--- config.mk ---
export PLATFORM = sky130hd
export DESIGN_NAME = wb_write_buffer
export DESIGN_NICKNAME = d
export VERILOG_FILES = /design/src/rtl/wb_write_buffer.sv
export SDC_FILE = /design/constraint.sdc
export NUM_CORES = 1
export LEC_CHECK = 0
export CORE_MARGIN = 2
export CORE_UTILIZATION = 50
export DETAILED_ROUTE_END_ITERATION = 12
export GPL_TIMING_DRIVEN = 0
export PLACE_DENSITY_LB_ADDON = 0.15
export SYNTH_ARGS = -nofsm -noshare
export SYNTH_HDL_FRONTEND = slang
export SYNTH_SLANG_ARGS = --single-unit
--- constraint.sdc ---
create_clock -name clk -period 7 [get_ports clk]
set_input_delay 0.7 -clock clk [delete_from_list [all_inputs] [get_ports clk]]
set_output_delay 0.7 -clock clk [all_outputs]
set_load 0.05 [all_outputs]
--- src/rtl/wb_write_buffer.sv ---
// Register-file write buffer: queues writeback writes and retires them one per granted cycle.
// Retire is visible the cycle after accept; wb_ready drops only when full (no accept-while-draining on full).
module wb_write_buffer #(
  parameter int DEPTH  = 4,
  parameter int DATA_W = 16,
  parameter int NREG   = 16
) (
  input  logic                    clk,
  input  logic                    rst,
  input  logic                    wb_valid,
  output logic                    wb_ready,
  input  logic [$clog2(NREG)-1:0] wb_reg,
  input  logic [DATA_W-1:0]       wb_data,
  input  logic                    drain_en,
  output logic [NREG-1:0]         wr_en,
  output logic [DATA_W-1:0]       wr_data,
  input  logic [$clog2(NREG)-1:0] rd_addr1,
  input  logic [$clog2(NREG)-1:0] rd_addr2,
  input  logic [DATA_W-1:0]       rf_data1,
  input  logic [DATA_W-1:0]       rf_data2,
  output logic [DATA_W-1:0]       rd_data1,
  output logic [DATA_W-1:0]       rd_data2,
  output logic                    byp_hit1,
  output logic                    byp_hit2,
  output logic                    empty,
  output logic                    full
);
  localparam int RW = $clog2(NREG);
  localparam int PW = $clog2(DEPTH);

  typedef struct packed {
    logic [RW-1:0]     rg;
    logic [DATA_W-1:0] dat;
  } entry_t;

  entry_t        mem [DEPTH];
  logic [PW-1:0] head;
  logic [PW-1:0] tail;
  logic [PW:0]   count;
  logic          accept;
  logic          drain;

  // Status is forced to the reset view while rst is high so nothing retires in the reset cycle.
  assign wb_ready = !rst && (count < (PW+1)'(DEPTH));
  assign empty    = rst || (count == '0);
  assign full     = !rst && (count == (PW+1)'(DEPTH));
  assign accept   = wb_valid && wb_ready;
  assign drain    = drain_en && !empty;

  assign wr_en   = drain ? (NREG'(1) << mem[head].rg) : '0;
  assign wr_data = drain ? mem[head].dat : '0;

  always_ff @(posedge clk) begin
    if (rst) begin
      head  <= '0;
      tail  <= '0;
      count <= '0;
    end else begin
      if (accept) tail <= tail + PW'(1);
      if (drain)  head <= head + PW'(1);
      case ({accept, drain})
        2'b10:   count <= count + (PW+1)'(1);
        2'b01:   count <= count - (PW+1)'(1);
        default: count <= count;
      endcase
    end
  end

  always_ff @(posedge clk) begin
    if (accept) mem[tail] <= '{rg: wb_reg, dat: wb_data};
  end

  // Walk oldest to youngest so the last match wins; the head entry still counts while draining.
  always_comb begin
    logic [PW-1:0] idx;
    idx      = '0;
    byp_hit1 = 1'b0;
    byp_hit2 = 1'b0;
    rd_data1 = rf_data1;
    rd_data2 = rf_data2;
    for (int i = 0; i < DEPTH; i++) begin
      idx = head + PW'(i);
      if (!rst && ((PW+1)'(i) < count)) begin
        if (mem[idx].rg == rd_addr1) begin
          byp_hit1 = 1'b1;
          rd_data1 = mem[idx].dat;
        end
        if (mem[idx].rg == rd_addr2) begin
          byp_hit2 = 1'b1;
          rd_data2 = mem[idx].dat;
        end
      end
    end
  end

endmodule

## Yosys cells after proc, flatten, opt, wreduce, memory -nomap -nowiden

Memories as Yosys holds them, arrays and structs flattened. A register that Yosys moved wholly into a read port is not among the register bits.
Index checks and enable logic that the tools add are counted.

- Reductions and logical operators: 13
- Bitwise logic cells: 0
- Shift operators: 1
- $lt $le $gt $ge: 5
- Multiply operators: 0
- $add $sub $neg: 6
- Muxes and demuxes: 39
- Div/mod/pow operators: 0
- Equal/unequal tests: 11

Operators with widths:

| operator | count |
|---|---|
| 2-to-1 mux 16 bit | 18 |
| == test 4 bit | 8 |
| 2-to-1 mux 1 bit | 18 |
| left shift 1 x 4 -> 16 bit (first input constant) | 1 |
| logical AND 1 bit | 8 |
| < comparator 1 x 3 -> 1 bit (first input constant) | 2 |
| < comparator 2 x 3 -> 1 bit (first input constant) | 2 |
| one-hot mux 3 bit (2 select lines) | 1 |
| adder 2 x 1 -> 2 bit (second input constant) | 2 |
| adder 2 bit (second input constant) | 2 |
| 2-to-1 mux 2 bit | 2 |
| adder 3 x 1 -> 3 bit (second input constant) | 1 |
| == test 3 bit (second input constant) | 1 |
| zero test 3 bit | 1 |
| < comparator 3 bit (second input constant) | 1 |
| subtractor 3 x 1 -> 3 bit (second input constant) | 1 |
| == test 2 x 1 -> 1 bit (second input constant) | 1 |
| == test 2 bit (second input constant) | 1 |
| zero test 1 bit | 2 |
| nonzero test 2 bit | 1 |
| logical OR 1 bit | 1 |

- Latch bits: 0
- Input port bits: 64
- Output and inout port bits: 69
- Bits in writable memories: 80
- Word-level logic and storage cells: 79
- Register bits: 7
- ROM bits: 0
- Memories kept: 1

Memories:

| memory | depth | bits a word | rd ports | clocked after Yosys merged registers in | wr ports | RTL line | source |
|---|---|---|---|---|---|---|---|
| mem | 4 | 20 | 4 | 1 | 1 | 36 | `entry_t mem [DEPTH];` |

## Logic depth before layout (Yosys ltp)

Gate-level depths: netlist of the first run.

- Word-level depth: 9
- Gate-level depth with buffers: 10
- Mapped depth without buffers: 9

## Worst setup path after synthesis of the first run

OpenSTA, ideal clock, no wires.

- Path type: input to output
- Start: in rst
- End: out rd_data2[10]
- Arrival: 2855 ps
- Slack: 3445 ps
- Stages: 9
- Required time: 6300 ps
- Buffers on the path: 4
- Cell sequence: clkbuf_1 -> o31a_1 -> or3_1 -> buf_2 -> or2_1 -> buf_6 -> buf_6 -> a311oi_2 -> a221o_1

- Word-level cells in the longest chain between the ends: 9
- Elaborated cells between the ends (all ways): 12
- Those cells by class: 7 x mux; 5 x reduce/logical

Ends and longest elaborated chain:

| element | RTL line | source |
|---|---|---|
| from (decl) | 9 | `input logic rst,` |
| zero test 1 bit (*) | 83 | `if (!rst && ((PW+1)'(i) < count)) begin` |
| logical AND 1 bit | 83 |  |
| 2-to-1 mux 16 bit | 83 |  |
| 2-to-1 mux 16 bit | 88 | `if (mem[idx].rg == rd_addr2) begin` |
| 2-to-1 mux 16 bit | 83 |  |
| 2-to-1 mux 16 bit | 88 |  |
| 2-to-1 mux 16 bit | 83 |  |
| 2-to-1 mux 16 bit | 88 |  |
| 2-to-1 mux 16 bit (*) | 83 |  |
| to (decl) | 22 | `output logic [DATA_W-1:0] rd_data2,` |

Every way passes the cells marked *; elsewhere a longest branch is shown, timed or not.

## Final worst setup path of the first run

- Start: reg head[1]
- End: out rd_data2[7]

- Word-level cells in the longest chain between the ends: 9
- Elaborated cells between the ends (all ways): 13
- Those cells by class: 3 x add/sub; 3 x eq/ne; 6 x mux; 1 x memory

Ends and longest elaborated chain:

| element | RTL line | source |
|---|---|---|
| from (decl) | 37 | `logic [PW-1:0] head;` |
| from (signal assigned) | 60 | `if (drain) head <= head + PW'(1);` |
| adder 2 x 1 -> 2 bit | 82 | `idx = head + PW'(i);` |
| memory read (4 x 20 bit) (*) | n/a |  |
| == test 4 bit | 88 |  |
| 2-to-1 mux 16 bit | 88 |  |
| 2-to-1 mux 16 bit | 83 |  |
| 2-to-1 mux 16 bit | 88 |  |
| 2-to-1 mux 16 bit | 83 |  |
| 2-to-1 mux 16 bit | 88 |  |
| 2-to-1 mux 16 bit (*) | 83 |  |

Marked as above.

==> reports/metrics.csv, run 1 <==
stage;metric;value;unit
floorplan;dieWidth;122;µm
synthesis;synth_compound_area_share;15.0;%
power_and_ir_drop;vdd_ir_drop_max;0.000132;V
sta;slew_headroom;10.1;%
setup_path;required;6300;ps
grt;antenna_found_initial;0;
sta;fin_skew;8.98;ps
layout;fillers;1120;
setup_path;cp-end-kind;primary output;
synthesis;synth_xor_xnor_area_share;4.29;%
synthesis;synth_edf_count;80;
synthesis;ys_ff_latch;89;
synthesis;netlist_instances;608;
detailed_routing;dr.pass1.iters;6;
hold_path;hold-path-cell-count;2;
grt;grt_pass1_vias;6467;
clock_tree;numCtsBuffers;9;
layout;ff_latch_area;0.00258;mm²
setup_path;crit-reg2reg-launch;head[1]$_SDFFE_PP0P_;
synthesis;yosys.area.top_type_share;34.6;%
detailed_routing;via_per_inst;6.98;
placement;numPortBuffers;130;
layout;diodes;0;
clock_tree;cts_resized;0;
power_and_ir_drop;total_power;0.00161;W
clock_tree;ctsHoldBuffers;0;
clock_tree;root_buffer;clkbuf_16;
synthesis;synth_top_family_by_area;multiplexers;
clock_tree;postCtsSetupBuffers;0;
setup_path;cp.arrival;4520;ps
synthesis;ys_async_sr_fraction;0;%
clock_tree;cts_sinks;89;
setup_path;timing.rr.end;head[1]$_SDFFE_PP0P_;
setup_path;reg2regPathDepth;6;
detailed_routing;wire_per_inst;27.1;µm
floorplan;die_h;122;µm
sta;fmax;191;MHz
synthesis;synthFlopType;edfxtp_1;
grt;grt_first_pass_wirelength;37.0;mm
sta;finalSetupViolations;0;
sta;rsz0062_at_grt;no;
synthesis;synthSimpleGateAreaFrac;12.3;%
layout;final_cells;934;
placement;place_congestion;1.00;
layout;drive_gt1_share;15.9;%
power_and_ir_drop;powerDensity;184;mW/mm²
layout;final_util;63.8;%
sta;fin_crit_sh;74.6;%
grt;grt_max_degree;21;
floorplan;core.rowCount;43;
floorplan;start_util;50.6;%
clock_tree;cts_tree;done;
detailed_routing;drc;0;
sta;setup_tns;0;ps
hold_path;min_path_type;reg -> reg;
grt;grt_usage;34.3;%
sta;period_minus_slack;5220;ps
setup_path;reg2reg_slack;3950;ps
synthesis;yosysWarnings;0;
floorplan;core;0.0137;mm²
setup_path;crit_fanout;10;
detailed_routing;routed_wl;25.3;mm
hold_path;min_from;tail[1]$_SDFFE_PP0P_;
synthesis;synth.avg_cell_area;11.4;µm²
synthesis;synthesis.area;0.00695;mm²
clock_tree;max-clock-path-buffers;2;
synthesis;synth_area_leaders;edfxtp_1 35%, mux4_2 18%, mux2i_1 4.3%;
power_and_ir_drop;p_leak;2.65;nW
synthesis;ys_seq_area_share;37.2;%
synthesis;synth_top_area_cell;edfxtp_1;
detailed_routing;via_count;6515;
placement;placed_cells;918;
clock_tree;cts_max_level;3;
layout;multi_input_area;0.00407;mm²
clock_tree;clkTransAtPathRegs;70;ps
floorplan;io_pins;133;
layout;area_delta_synth_final;26.1;%
hold_path;holdPathEnd;tail[1]$_SDFFE_PP0P_;
synthesis;synth_cell_types;47;
flow_run;maxCapViolCount;0;
sta;hold_viol;0;
layout;layout.nets;822;
sta;maxSlewViolCount;0;
detailed_routing;ant_nets;0;
detailed_routing;first_iter_violations;752;
synthesis;synth_fp_nets;681;
floorplan;die-area;0.0148;mm²
placement;hpwl;17.5;mm
synthesis;synth_adder_area_share;1.62;%
sta;worst_pin_slew;1350;ps
setup_path;path_class;reg -> out;
clock_tree;clock_latency;360;ps
grt;grt_overflow;0;
outcome;status;complete, no violations;
synthesis;muxShareOfSynthArea;25.4;%
setup_path;critPathLaunchType;flip-flop;
[state kept, by name (all words and copies together), names as in the netlist, named ones only]
| name | cells |
|---|---|
| tail | 2 |
| mem | 80 |
| count | 3 |
| head | 2 |
[cell usage after synthesis, types with 10 or more instances]
cell type,instances
o21ai_0,49
a21oi_1,13
nor2_1,53
xnor2_1,25
buf_2,10
a311oi_1,18
nor3_1,31
mux4_2,56
edfxtp_1,80
a221o_1,29
nand2_1,25
or3_1,30
mux2_2,18
mux2i_1,30
clkbuf_1,37
[critical path: stages, from the launching register on]
cell	delay, ps
dfxtp_1	300
buf_2	260
clkbuf_1	490
clkbuf_1	830
clkbuf_1	760
mux4_2	440
a221o_1	370
clkdlybuf4s50_1	710
[report_power, final]
group / internal [W] / switching, W
logic: 0.000196 / 0.000327
clock network: 0.000247 / 0.000227
registers: 0.000599 / 0.0000160
total: 0.00104 / 0.000571
[worst max path at each step]
stage / slack [ps] / from / cells after the start / to
3_3_place_gp: 2000 / rst / 9 / rd_data2[15]
2_1_floorplan: 3450 / rst / 9 / rd_data2[10]
4_1_cts: 1850 / head[1]$_SDFFE_PP0P_ / 9 / rd_data1[7]
6_report: 1780 / head[1]$_SDFFE_PP0P_ / 7 / rd_data2[7]
3_5_place_dp: 2010 / rst / 9 / rd_data2[15]
5_1_grt: 1610 / head[1]$_SDFFE_PP0P_ / 9 / rd_data1[7]
[cells in the final DEF (no fill, tap or decap), drive strengths merged, types with 3 or more instances in the layout]
cell / n
edfxtp: 80
a21oi: 13
mux2i: 30
or3: 30
o211ai: 3
mux2: 18
inv: 13
dfxtp: 9
mux4: 56
a21o: 3
nand4: 3
and3: 4
nor3: 31
clkdlybuf4s50: 130
ha: 9
a221o: 29
or2: 5
a311oi: 27
clkbuf: 46
a22o: 3
o21ai: 50
xnor2: 25
nand2: 25
xor2: 9
nand2b: 3
nor2: 53
and2: 3
nand3: 4
buf: 21
[through the flow]
step | area [µm²] | worst slack [ps] | hold slack [ps]
2_1_floorplan | 6950 | 3450 | 506
4_1_cts | 8760 | 1850 | 567
5_1_grt | 8760 | 1610 | 599
6_report | 8760 | 1780 | 565
3_3_place_gp | 8470 | 2000 | 520
3_5_place_dp | 8470 | 2010 | 552
[metal layers]
layer,share of wire [%],vias to the layer above,track usage (%)
li1,-,2705,-
met1,37,3205,42.7
met2,48,511,56.9
met3,11,94,7.26
met4,4.3,0,16.8
met5,0,-,0
[cell families after synthesis]
family / Yosys count
adder cells (fa/ha/maj): 9
buffers and inverters: 67
multiplexers: 104
flip-flops: 89
AND/OR/NAND/NOR: 170
XOR/XNOR: 34
AO/OA/AOI/OAI: 135
[cell type report]
type | instances | area share (%)
multi-input cells | 452 | 46.4
flip-flops and latches | 89 | 29.5
repair buffers | 130 | 14.9
plain buffers | 58 | 3.01
clock buffers | 9 | 2.57
well taps | 180 | 2.57
clock inverters | 7 | 0.686
inverters | 9 | 0.386
Power figures use the tool's default switching activity.
==> run 2: changes to the inputs <==
==> constraint.sdc (replaced) <==
create_clock -name clk -period 5.3 [get_ports clk]
set_input_delay 0.53 -clock clk [delete_from_list [all_inputs] [get_ports clk]]
set_output_delay 0.53 -clock clk [all_outputs]
set_load 0.05 [all_outputs]
==> results of run 2 <==
The final DEF is identical to that of run 1. Status: complete, no violations.
Main changes from that run: setup slack after placement 2010 ps -> 648 ps; setup slack after layout 1780 ps -> 247 ps; register-to-register setup slack 3950 ps -> 2250 ps; total power 0.00161 W -> 0.00213 W; worst IR drop on VDD 0.000132 V -> 0.000175 V
==> run 3: changes to the inputs <==
--- a/config.mk
+++ b/config.mk
@@ -5,11 +5,12 @@
 export SDC_FILE = /design/constraint.sdc
 export NUM_CORES = 1
 export LEC_CHECK = 0
+export ABC_CLOCK_PERIOD_IN_PS = 5300
 export CORE_MARGIN = 2
 export CORE_UTILIZATION = 50
 export DETAILED_ROUTE_END_ITERATION = 12
 export GPL_TIMING_DRIVEN = 0
-export PLACE_DENSITY_LB_ADDON = 0.15
+export PLACE_DENSITY = 0.81
 export SYNTH_ARGS = -nofsm -noshare
 export SYNTH_HDL_FRONTEND = slang
 export SYNTH_SLANG_ARGS = --single-unit
==> reports/metrics.csv, run 3 (synthesized netlist as in run 1, its figures left out) <==
stage;metric;value;unit;change
sta;fin_skew;7.91;ps;-1.06 ps
clock_tree;cts_resized;0;;unchanged
floorplan;core.rowCount;43;;unchanged
layout;drive_gt1_share;15.5;%;-0.40 points
power_and_ir_drop;combPwrFrac;32.2;%;-0.3 points
grt;grt_first_pass_wirelength;35.6;mm;-3.7%
floorplan;dieWidth;122;µm;unchanged
layout;diodes;0;;unchanged
clock_tree;cts_max_level;3;;unchanged
clock_tree;cts_tree;done;;
sta;fin_crit_sh;97.0;%;
power_and_ir_drop;total_power;0.00212;W;
layout;largest_reg_flops;80;;unchanged
setup_path;crit_fanout;10;;unchanged
sta;finalSetupViolations;0;;unchanged
layout;layout_common_cells;130 x clkdlybuf4s50_1, 80 x edfxtp_1, 56 x mux4_2, 53 x nor2_1, 49 x o21ai_0;;
placement;numPortBuffers;130;;unchanged
setup_path;timing.rr.end;head[1]$_SDFFE_PP0P_;;
layout;multi_input_area;0.00407;mm²;unchanged
setup_path;path_class;reg -> out;;
floorplan;start_util;50.6;%;unchanged
layout;fillers;1088;;-2.9%
detailed_routing;routed_wl;24.2;mm;-4.2%
setup_path;crit-reg2reg-launch;head[1]$_SDFFE_PP0P_;;
floorplan;core;0.0137;mm²;unchanged
floorplan;io_pins;133;;unchanged
sta;fmax;194;MHz;
power_and_ir_drop;seqPwrFrac;38.3;%;+0.2 points
detailed_routing;wire_per_inst;25.9;µm;-4.2%
grt;antenna_found_initial;0;;unchanged
clock_tree;clock_latency;350;ps;about the same
placement;pre_cts_ws;660;ps;
grt;grt_overflow;0;;unchanged
detailed_routing;drc;0;;unchanged
setup_path;cp.arrival;4610;ps;+90 ps
setup_path;worstSetupStartpoint;head[1]$_SDFFE_PP0P_;;
detailed_routing;dr.pass1.iters;6;;unchanged
clock_tree;root_buffer;clkbuf_16;;
sta;maxSlewViolCount;0;;unchanged
sta;worst_pin_slew;1270;ps;-77.5 ps
setup_path;critPathLaunchType;flip-flop;;
placement;place_area;0.00847;mm²;unchanged
floorplan;die-area;0.0148;mm²;unchanged
layout;area_delta_synth_final;26.1;%;about the same
setup_path;reg2reg_slack;2180;ps;
setup_path;required;4770;ps;
flow_run;maxCapViolCount;0;;unchanged
clock_tree;postCtsSetupBuffers;0;;unchanged
detailed_routing;ant_nets;0;;unchanged
sta;hold_viol;0;;unchanged
grt;grt_max_degree;21;;unchanged
sta;rsz0062_at_grt;no;;
power_and_ir_drop;p_int;0.00142;W;
setup_path;reg2regPathDepth;6;;unchanged
power_and_ir_drop;powerDensity;242;mW/mm²;
layout;top_regs;mem (80), count (3);;
power_and_ir_drop;vdd_ir_drop_max;0.000166;V;
grt;grt_pass1_vias;6345;;-1.9%
hold_path;min_path_type;reg -> reg;;
placement;hpwl;17.4;mm;-0.87%
clock_tree;max-clock-path-buffers;2;;unchanged
detailed_routing;first_iter_violations;875;;+16%
clock_tree;ctsHoldBuffers;0;;unchanged
sta;hold_slack;571;ps;+6.09 ps
detailed_routing;via_per_inst;6.87;;-1.5%
clock_tree;clkTransAtPathRegs;60;ps;about the same
detailed_routing;via_count;6416;;-1.5%
power_and_ir_drop;switching_share;33.3;%;
clock_tree;cts_sinks;89;;unchanged
sta;setup_tns;0;ps;unchanged
layout;stdcell_area;0.00876;mm²;about the same
floorplan;die_h;122;µm;unchanged
grt;grt_usage;32.4;%;-2.0 points
layout;layout.nets;822;;unchanged
sta;period_minus_slack;5140;ps;
setup_path;cp-end-kind;primary output;;
power_and_ir_drop;power_switching;0.000706;W;
setup_path;endpoint;rd_data2[5];;
power_and_ir_drop;pwr-share-clk;29.5;%;about the same
clock_tree;numCtsBuffers;9;;unchanged
layout;largest-register;mem;;
layout;final_common_cell;clkdlybuf4s50_1;;
placement;place_congestion;0.977;;-2.3%
outcome;status;complete, no violations;;
layout;ff_latch_area;0.00258;mm²;unchanged
sta;slew_headroom;15.3;%;+5.2 points
power_and_ir_drop;p_leak;2.65;nW;+0.18%
sta;setup_ws;158;ps;
==> run 3: changes by cell type in the layout (fill, tap and decap cells not counted), sizes merged <==
cell,change
bufinv,+1
clkinv,+3
clkbuf,+2
inv,-4
clkinvlp,-2
==> run 3: power groups by stage <==
stage | Clock (W) | Sequential [W] | Combinational, W
global placement | 0 | 0.000824 | 0.000657
CTS | 0.000623 | 0.000813 | 0.000669
floorplan | 0 | 0.000820 | 0.000437
finish | 0.000626 | 0.000813 | 0.000682
global route | 0.000654 | 0.000816 | 0.000711
detailed placement | 0 | 0.000827 | 0.000666
==> run 3: layer usage <==
layer	up-vias	global-route usage [%]	part of all wire [%]
li1	2715	-	-
met2	520	53.8	48
met1	3080	40.8	38
met4	0	16.6	4.2
met3	101	5.43	10
met5	-	0	0
==> run 3: layout make-up <==
cell class                      instances  share of cell area [%]
Multi-Input combinational cell        452                    46.4
Inverter                                9                   0.386
Buffer                                 58                    3.01
Timing Repair Buffer                  130                    14.9
Clock buffer                           11                    2.66
Tap cell                              180                    2.57
Sequential cell                        89                    29.5
Clock inverter                          5                   0.643
==> run 3: worst min path at each step <==
stage                         start              endpoint  slack [ps]  depth (start not counted)
3_5_place_dp   tail[1]$_SDFFE_PP0P_  tail[1]$_SDFFE_PP0P_         550                          2
4_1_cts        tail[1]$_SDFFE_PP0P_  tail[1]$_SDFFE_PP0P_         570                          2
5_1_grt        tail[1]$_SDFFE_PP0P_  tail[1]$_SDFFE_PP0P_         610                          2
6_report       tail[1]$_SDFFE_PP0P_  tail[1]$_SDFFE_PP0P_         570                          2
2_1_floorplan  tail[1]$_SDFFE_PP0P_  tail[1]$_SDFFE_PP0P_         510                          2
3_3_place_gp   tail[1]$_SDFFE_PP0P_  tail[1]$_SDFFE_PP0P_         520                          2
==> run 3: through the flow <==
step,instances,util (%)
4_1_cts,934,63.9
2_1_floorplan,608,-
5_1_grt,934,63.9
3_5_place_dp,918,61.8
3_3_place_gp,918,61.8
6_report,934,63.9
==> run 3: worst max-delay path, cell delays in order (launching register included) <==
cell and delay, ps:
dfxtp_1 300, buf_2 260, clkbuf_1 550, clkbuf_1 800, clkbuf_1 790, mux4_2 430, a221o_1 370, clkdlybuf4s50_1 720
